`config.mk`:
```
export PLATFORM = sky130hd
export DESIGN_NAME = waterfall_multi
export DESIGN_NICKNAME = d
export VERILOG_FILES = /design/src/rtl/waterfall_multi.sv
export SDC_FILE = /design/constraint.sdc
export NUM_CORES = 1
export LEC_CHECK = 0
export CORE_ASPECT_RATIO = 1.2
export CORE_MARGIN = 2
export CORE_UTILIZATION = 61
export CTS_BUF_LIST = sky130_fd_sc_hd__clkbuf_8
export CTS_CLUSTER_SIZE = 20
export DETAILED_ROUTE_END_ITERATION = 10
export GPL_TIMING_DRIVEN = 0
export PLACE_DENSITY_LB_ADDON = 0.12
export SLEW_MARGIN = 20
export SYNTH_ARGS = -nofsm -noshare
export SYNTH_HDL_FRONTEND = slang
export SYNTH_SLANG_ARGS = --single-unit
```
`constraint.sdc`:
```
create_clock -name clk -period 2.4 [get_ports clk]
set_input_delay 0.6 -clock clk [delete_from_list [all_inputs] [get_ports clk]]
set_output_delay 0.6 -clock clk [all_outputs]
set_load 0.01 [all_outputs]
```
`src/rtl/waterfall_multi.sv`:
```
// waterfall_multi: parametrised LED pattern sequencer.
//   Drives N_LED outputs with a rotate-left, rotate-right, bounce or fill pattern
//   advanced every PERIODx clocks (PERIODx chosen by freq_set at start).
//   Optional build macro: WATERFALL_PWM_EN adds a brightness input and PWM gating
//   of the LED drive (one-cycle registered lag behind the pattern register).
// Ports:
//   clk         system clock
//   rst_n       asynchronous active-low reset
//   start       pulse, begins a sequence (sampled only in IDLE)
//   stop        pulse, aborts the sequence and returns to IDLE (highest priority)
//   pause       level, freezes the sequence while high
//   freq_set    period select, latched on start
//   mode        00 rot-left, 01 rot-right, 10 bounce, 11 fill; latched on start
//   brightness  PWM duty (WATERFALL_PWM_EN builds only)
//   led         registered LED drive
//   busy        high in RUN or PAUSE
//   step_pulse  one-cycle strobe on each pattern advance
module waterfall_multi #(
  parameter int          N_LED   = 8,
  parameter int          CNT_W   = 32,
  parameter int unsigned PERIOD0 = 10_000_000,
  parameter int unsigned PERIOD1 = 20_000_000,
  parameter int unsigned PERIOD2 = 50_000_000,
  parameter int unsigned PERIOD3 = 100_000_000,
  parameter int          PWM_W   = 4
) (
  input  logic             clk,
  input  logic             rst_n,
  input  logic             start,
  input  logic             stop,
  input  logic             pause,
  input  logic [1:0]       freq_set,
  input  logic [1:0]       mode,
`ifdef WATERFALL_PWM_EN
  input  logic [PWM_W-1:0] brightness,
`endif
  output logic [N_LED-1:0] led,
  output logic             busy,
  output logic             step_pulse
);

  typedef enum logic [1:0] {
    S_IDLE  = 2'd0,
    S_RUN   = 2'd1,
    S_PAUSE = 2'd2
  } state_t;

  typedef enum logic {
    DIR_UP   = 1'b0,
    DIR_DOWN = 1'b1
  } dir_t;

  localparam logic [N_LED-1:0] PAT_LSB = N_LED'(1);
  localparam logic [N_LED-1:0] PAT_MSB = {1'b1, {(N_LED-1){1'b0}}};
  localparam logic [CNT_W-1:0] CNT_ONE = CNT_W'(1);

  state_t           state_q, state_nx;
  dir_t             dir_q, dir_nx;
  logic [N_LED-1:0] pat_q, pat_nx;
  logic [CNT_W-1:0] cnt_q, cnt_nx;
  logic [1:0]       freq_q, freq_nx;
  logic [1:0]       mode_q, mode_nx;
  logic             pulse_q, pulse_nx;

  logic [CNT_W-1:0] period;
  logic [N_LED-1:0] pat_adv;
  dir_t             dir_adv;

  always_comb begin
    unique case (freq_q)
      2'b00:   period = CNT_W'(PERIOD0);
      2'b01:   period = CNT_W'(PERIOD1);
      2'b10:   period = CNT_W'(PERIOD2);
      default: period = CNT_W'(PERIOD3);
    endcase
  end

  // Next pattern for one advance. Bounce turns around on the end LED itself,
  // so each end position is shown for exactly one step.
  always_comb begin
    pat_adv = pat_q;
    dir_adv = dir_q;
    unique case (mode_q)
      2'b00: pat_adv = {pat_q[N_LED-2:0], pat_q[N_LED-1]};
      2'b01: pat_adv = {pat_q[0], pat_q[N_LED-1:1]};
      2'b10: begin
        if (dir_q == DIR_UP) begin
          if (pat_q[N_LED-1]) begin
            pat_adv = pat_q >> 1;
            dir_adv = DIR_DOWN;
          end else begin
            pat_adv = pat_q << 1;
          end
        end else begin
          if (pat_q[0]) begin
            pat_adv = pat_q << 1;
            dir_adv = DIR_UP;
          end else begin
            pat_adv = pat_q >> 1;
          end
        end
      end
      default: pat_adv = (&pat_q) ? PAT_LSB : {pat_q[N_LED-2:0], 1'b1};
    endcase
  end

  always_comb begin
    state_nx = state_q;
    dir_nx   = dir_q;
    pat_nx   = pat_q;
    cnt_nx   = cnt_q;
    freq_nx  = freq_q;
    mode_nx  = mode_q;
    pulse_nx = 1'b0;
    unique case (state_q)
      S_IDLE: begin
        if (start && !stop) begin
          state_nx = S_RUN;
          freq_nx  = freq_set;
          mode_nx  = mode;
          pat_nx   = (mode == 2'b01) ? PAT_MSB : PAT_LSB;
          cnt_nx   = CNT_ONE;
          dir_nx   = DIR_UP;
        end
      end
      S_RUN: begin
        if (stop) begin
          state_nx = S_IDLE;
          pat_nx   = PAT_LSB;
          cnt_nx   = CNT_ONE;
          dir_nx   = DIR_UP;
        end else if (pause) begin
          state_nx = S_PAUSE;
        end else if (cnt_q == period) begin
          cnt_nx   = CNT_ONE;
          pat_nx   = pat_adv;
          dir_nx   = dir_adv;
          pulse_nx = 1'b1;
        end else begin
          cnt_nx = cnt_q + CNT_ONE;
        end
      end
      S_PAUSE: begin
        if (stop) begin
          state_nx = S_IDLE;
          pat_nx   = PAT_LSB;
          cnt_nx   = CNT_ONE;
          dir_nx   = DIR_UP;
        end else if (!pause) begin
          state_nx = S_RUN;
        end
      end
      default: begin
        state_nx = S_IDLE;
        pat_nx   = PAT_LSB;
        cnt_nx   = CNT_ONE;
        dir_nx   = DIR_UP;
      end
    endcase
  end

  always_ff @(posedge clk or negedge rst_n) begin
    if (!rst_n) begin
      state_q <= S_IDLE;
      dir_q   <= DIR_UP;
      pat_q   <= PAT_LSB;
      cnt_q   <= CNT_ONE;
      freq_q  <= '0;
      mode_q  <= '0;
      pulse_q <= 1'b0;
    end else begin
      state_q <= state_nx;
      dir_q   <= dir_nx;
      pat_q   <= pat_nx;
      cnt_q   <= cnt_nx;
      freq_q  <= freq_nx;
      mode_q  <= mode_nx;
      pulse_q <= pulse_nx;
    end
  end

  assign busy       = (state_q != S_IDLE);
  assign step_pulse = pulse_q;

`ifdef WATERFALL_PWM_EN
  logic [PWM_W-1:0] pwm_cnt;
  logic [N_LED-1:0] led_q;

  always_ff @(posedge clk or negedge rst_n) begin
    if (!rst_n) begin
      pwm_cnt <= '0;
      led_q   <= PAT_LSB;
    end else begin
      pwm_cnt <= pwm_cnt + PWM_W'(1);
      led_q   <= pat_q & {N_LED{pwm_cnt < brightness}};
    end
  end

  assign led = led_q;
`else
  assign led = pat_q;
`endif

endmodule

```
## After elaboration in Yosys (flattened, before gate mapping)

Index checks and enable logic that the tools add are counted.

| operators by class | value |
|---|---|
| $add $sub $neg | 1 |
| equality and inequality tests | 15 |
| muxes and demuxes | 39 |
| reductions and logical operators | 12 |

Operators by type and width:

| cell | count |
|---|---|
| $mux 32 | 5 |
| $pmux 32 s3 | 1 |
| $pmux 27 s3 | 1 |
| $mux 8 | 10 |
| $pmux 8 s3 | 2 |
| $add 32x1->32 const B | 1 |
| $eq 32x27->1 | 1 |
| $mux 1 | 13 |
| $ne 3x3->1 const B | 4 |
| $mux 2 | 5 |
| $eq 2x1->1 const B | 4 |
| $reduce_and 8->1 | 1 |
| $eq 2x2->1 const B | 3 |
| $logic_not 2->1 | 3 |
| $pmux 2 s3 | 1 |
| $reduce_and 3->1 | 2 |
| $reduce_and 5->1 | 1 |
| $ne 2x2->1 const B | 2 |
| $reduce_and 4->1 | 1 |
| $ne 3x2->1 const B | 1 |
| $pmux 1 s3 | 1 |
| $reduce_and 2->1 | 1 |
| $reduce_bool 2->1 | 1 |
| $logic_and 1x1->1 | 1 |
| $logic_not 1->1 | 1 |

| word-level totals | value |
|---|---|
| flip-flop bits (word level) | 48 |
| input bits | 9 |
| output and inout bits | 10 |
| logic and storage cells | 74 |

## Logic depth before layout (Yosys ltp)

| depth | value |
|---|---|
| word-level depth | 7 |
| mapped depth | 10 |
| gate-level depth less buffers | 8 |

## Least setup slack after synthesis

OpenSTA, ideal clock, no wires.

| path | value |
|---|---|
| kind | reg2reg |
| start point | reg cnt_q[1] |
| end point | reg pat_q[7], in the netlist led[7] |
| library setup time | 0.125 ns |
| arrival time | 1.993 ns |
| required time | 2.275 ns |
| setup slack | 0.282 ns |
| cell stages (with the launch flop) | 9 |
| buffers on the path | 0 |
| period minus slack after synthesis | 2.118 ns |
| cells stage by stage | dfrtp_1 -> inv_1 -> ha_1 -> nor4b_2 -> o221ai_1 -> a21oi_1 -> or4b_4 -> o22ai_2 -> mux2_2 |

| on the way | value |
|---|---|
| longest elaborated chain between the ends | 3 |

RTL lines:

| element | RTL line | RTL |
|---|---|---|
| start, declared | 60 | `logic [CNT_W-1:0] cnt_q, cnt_nx;` |
| start signal, assigned | 175 | `cnt_q <= cnt_nx;` |
| $eq 32x27->1 | 134 | `end else if (cnt_q == period) begin` |
| $ne 3x3->1 (no source line) | n/a |  |
| $reduce_and 4->1 (no source line) | n/a |  |
| end signal, assigned | 174 | `pat_q <= pat_nx;` |
| end, declared | 59 | `logic [N_LED-1:0] pat_q, pat_nx;` |

Every way passes these cells.
A chain may end at the register's enable or synchronous reset.

## Worst setup path in the final report

| path | value |
|---|---|
| start point | reg cnt_q[1] |
| end point | reg cnt_q[12] |

| on the way | value |
|---|---|
| longest elaborated chain between the ends | 5 |
| elaborated cells on any way between the ends | 6 |
| classes of those cells | add/sub (1); eq/ne (1); mux (4) |

RTL lines:

| element | RTL line | RTL |
|---|---|---|
| $add 32x1->32 / $eq 32x27->1 (equally long branches) | 140, 134 |  |
| $mux 32 * | 134 |  |
| $mux 32 * | 132 | `end else if (pause) begin` |
| $mux 32 * | 127 | `if (stop) begin` |
| $pmux 32 s3 * | 115 | `unique case (state_q)` |

Every way passes the cells marked *; elsewhere a longest branch is shown, timed or not. The select of a mux whose other input is x is not followed.

==> flow_summary.ini <==
[setup_path]
r2r-end = cnt_q[12]$_DFFE_PN0P_
cp_max_fo = 10
path_class = flop to flop
r2r-start = cnt_q[1]$_DFFE_PN0P_
end_kind = flop
ff2ff_path_depth = 10
critPathLaunchType = flop
r2r_slack_ns = -0.04
cp.arrival_ns = 2.64
critPathRequiredTime_ns = 2.60

[floorplanning]
dieWidth_um = 67.65
fp.dieH_um = 80.38
die_area_sq_um = 5437
io_pins = 19
rows = 27
core_area_sq_um = 4628
start_util_pct = 64.07

[status]
failed_checks = negative setup slack
outcome = complete, but fails checks

[placement]
place_hpwl_mm = 5.017
portBuffers = 18
dp_cells = 412
place.gp.congestion = 0.8752

[sta]
timing.final.ws_setup_ns = -0.04457
fin_worst_skew_ns = 0.01025
rsz0062_at_grt = yes
period_share_pct = 101.9
fmax_ghz = 0.4091
whs_ns = 0.2075
setup_viol = 36
drv_slew = 0
slew_headroom_pct = 52.47
finalSetupTns_ns = -1.078
period_needed_ns = 2.445
tightest_slew_ns = 0.7082
finalHoldViolations = 0

[global_routing]
grt_pass1_vias = 2646
grt_max_degree = 34
grt_antenna_before_repair = 0
globalRouteTotalUtil_pct = 29.95
grt_pass1_wl_mm = 12.26
grt-ovfl-total = 0

[final_layout]
finalNetCount = 374
drive_above_1_share_pct = 10.99
n_antenna_cell = 0
nFillCells = 358
regArea_sq_um = 1204
area_delta_synth_final_pct = 15.53
stdcell_count = 422
multi_input_area_sq_um = 1684

[synthesis]
yosysTopAreaCell = dfrtp_1
synth-seq-area-share_pct = 40.59
ys_warn_count = 0
synthSimpleGateAreaFrac_pct = 28.65
ys_types = 57
synth_top_area_share_pct = 38.82
synth_top_family_by_area = simple AND/OR/NAND/NOR gates
synthMuxAreaShare_pct = 2.869
synth-adder-area-share_pct = 0.8439
synthArstFlopShare_pct = 100.0
netlist_instances = 335
synth-compound-area-share_pct = 12.87
ys_ff_latch = 48
synth_xor_area_share_pct = 9.156
syn_area_sq_um = 2965
synth.net_count = 346
ys_top_cells_by_area = dfrtp_1 39%, xor2_1 8.3%, nor2_1 5.9%
syn_area_per_cell_sq_um = 8.852
ys.flop_type = dfrtp_1
synth-edff-count = 0

[route]
routed_wl_mm = 7.217
ant_nets = 0
routed_via_density = 6.289
post_drt_wl_per_cell_um = 17.10
first_iter_violations = 273
drc = 0
vias = 2654
firstDrtPassIters = 5

[power_and_ir_drop]
power.leakage_nw = 1.413
power_switching_uw = 614.3
ir_worst_vdd_v = 0.0004489
power_frac_comb_pct = 26.3
powerDensity_nw_per_um2 = 553.5
seqPwrFrac_pct = 47.5
swShare_pct = 32.40
clkPwrFrac_pct = 26.2
intPower_mw = 1.282

[clock_tree]
root_buffer = clkbuf_8
cts_tree = yes
clk_latency_ns = 0.31
h-tree-depth = 2
clk_path_buf_depth = 2
cts.sinks = 48
cts_buffers = 5
clk_pin_slew_ns = 0.09

[worst_hold_path]
hold_path.class = primary input to async pin

[job]
max_cap_viol_count = 0
routing by layer:
| layer | share of wire, % | global-route usage (%) | vias up | wire length [um] |
|---|---|---|---|---|
| met3 | 5.3 | 6.022 | 30 | 384 |
| met2 | 51 | 51.18 | 105 | 3709 |
| met1 | 40 | 35.96 | 1271 | 2906 |
| li1 | - | - | 1248 | - |
| met5 | 0 | 0 | - | 0 |
| met4 | 3.0 | 12.65 | 0 | 216 |
critical path: stages, from the launching register on:
cell	delay (ns)
dfrtp_1	0.43
inv_1	0.07
ha_2	0.17
nor4b_4	0.25
o221ai_2	0.16
a21oi_1	0.14
or4b_4	0.51
o22ai_4	0.21
buf_6	0.18
buf_8	0.14
nor2_1	0.05
cells in the mapped netlist (3+ instances only):
cell      count
o21ai_0      15
and4_1        4
inv_1        14
o211ai_1      3
mux2i_1       4
dfrtp_1      46
nand2b_1     10
and3_1        7
o22ai_1       6
buf_6         4
nand3_1      17
xnor2_1       3
nor2b_1       9
a21oi_1      13
xor2_1       28
nor2_1       47
nand4_1      16
mux2_2        4
o221ai_1      4
and2_1        4
clkbuf_1      9
nand2_1      18
nor3_1        4
cells in the final DEF (no fill, tap or decap), types with 3 or more instances in the layout:
cell type	count
o21ai_0	14
dfrtp_1	46
nor3_1	3
nor2b_1	8
clkbuf_8	6
and2_1	4
xnor2_1	3
o211ai_1	3
nor2_1	45
buf_8	3
nand2b_1	10
o221ai_1	3
nand3_1	17
nand2_1	18
and3_1	7
o22ai_1	5
clkdlybuf4s50_1	17
nand4_1	16
and4_1	4
mux2_2	4
a21oi_1	12
mux2i_1	4
inv_1	16
clkbuf_1	8
xor2_1	28
worst max path at each step:
stage                          from                     to  slack [ns]
5_1_grt        cnt_q[1]$_DFFE_PN0P_  cnt_q[15]$_DFFE_PN0P_       -0.16
3_5_place_dp                   stop  cnt_q[12]$_DFFE_PN0P_       -0.54
3_3_place_gp                  rst_n  cnt_q[29]$_DFFE_PN0P_       -0.64
2_1_floorplan  cnt_q[1]$_DFFE_PN0P_     led[7]$_DFFE_PN0P_        0.28
4_1_cts        cnt_q[1]$_DFFE_PN0P_   cnt_q[5]$_DFFE_PN0P_      0.0008
6_report       cnt_q[1]$_DFFE_PN0P_  cnt_q[12]$_DFFE_PN0P_       -0.04
sequential cells by signal (all words and copies together), names as in the netlist:
name and cells:
cnt_q 32, led 8, freq_q 2, mode_q 2, state_q 2, dir_q 1
step_pulse 1
layout make-up:
type / instances / area share [%]
Multi-Input combinational cell: 257 / 49.16
Sequential cell: 48 / 35.13
Timing Repair Buffer: 21 / 6.245
Buffer: 16 / 3.177
Clock buffer: 6 / 2.411
Tap cell: 58 / 2.118
Inverter: 14 / 1.534
Clock inverter: 2 / 0.2191
per-stage QoR:
| step | total power [mW] | setup WS, ns | util (%) | area (sq um) |
|---|---|---|---|---|
| finish | 1.896 | -0.04457 | 74.02 | 3426 |
| global placement | 1.351 | -0.6399 | 69.53 | 3218 |
| CTS | 1.863 | 0.0008120 | 72.61 | 3361 |
| global route | 1.984 | -0.1597 | 74.02 | 3426 |
| floorplan | 1.214 | 0.2821 | - | 2965 |
| detailed placement | 1.364 | -0.5409 | 69.86 | 3233 |
power by group through the flow:
stage | sequential [mW] | combinational [mW] | clock, mW
floorplan | 0.906 | 0.308 | 0
global placement | 0.913 | 0.438 | 0
detailed placement | 0.913 | 0.452 | 0
CTS | 0.898 | 0.465 | 0.500
global route | 0.907 | 0.548 | 0.529
finish | 0.900 | 0.499 | 0.497
kinds of logic (layout without fill, tap and decap cells):
family / after synthesis / after routing
adders and majority gates: 2 / 2
DFF: 48 / 48
AOI/OAI and AO/OA: 59 / 59
buffers and inverters: 30 / 59
and+or+nand+nor: 157 / 157
muxes: 8 / 8
xor gates and xnor gates: 31 / 31
what timing repair did:
| action | in CTS | in global routing |
|---|---|---|
| hold buffers | 0 | 0 |
| gates resized for setup | 6 | 15 |
| setup buffers | 0 | 1 |
| pin swaps | 1 | 1 |
| setup endpoints to repair | 37 | 39 |
| cloned | 1 | 0 |
Note: power is estimated with default switching activity, not from simulation.
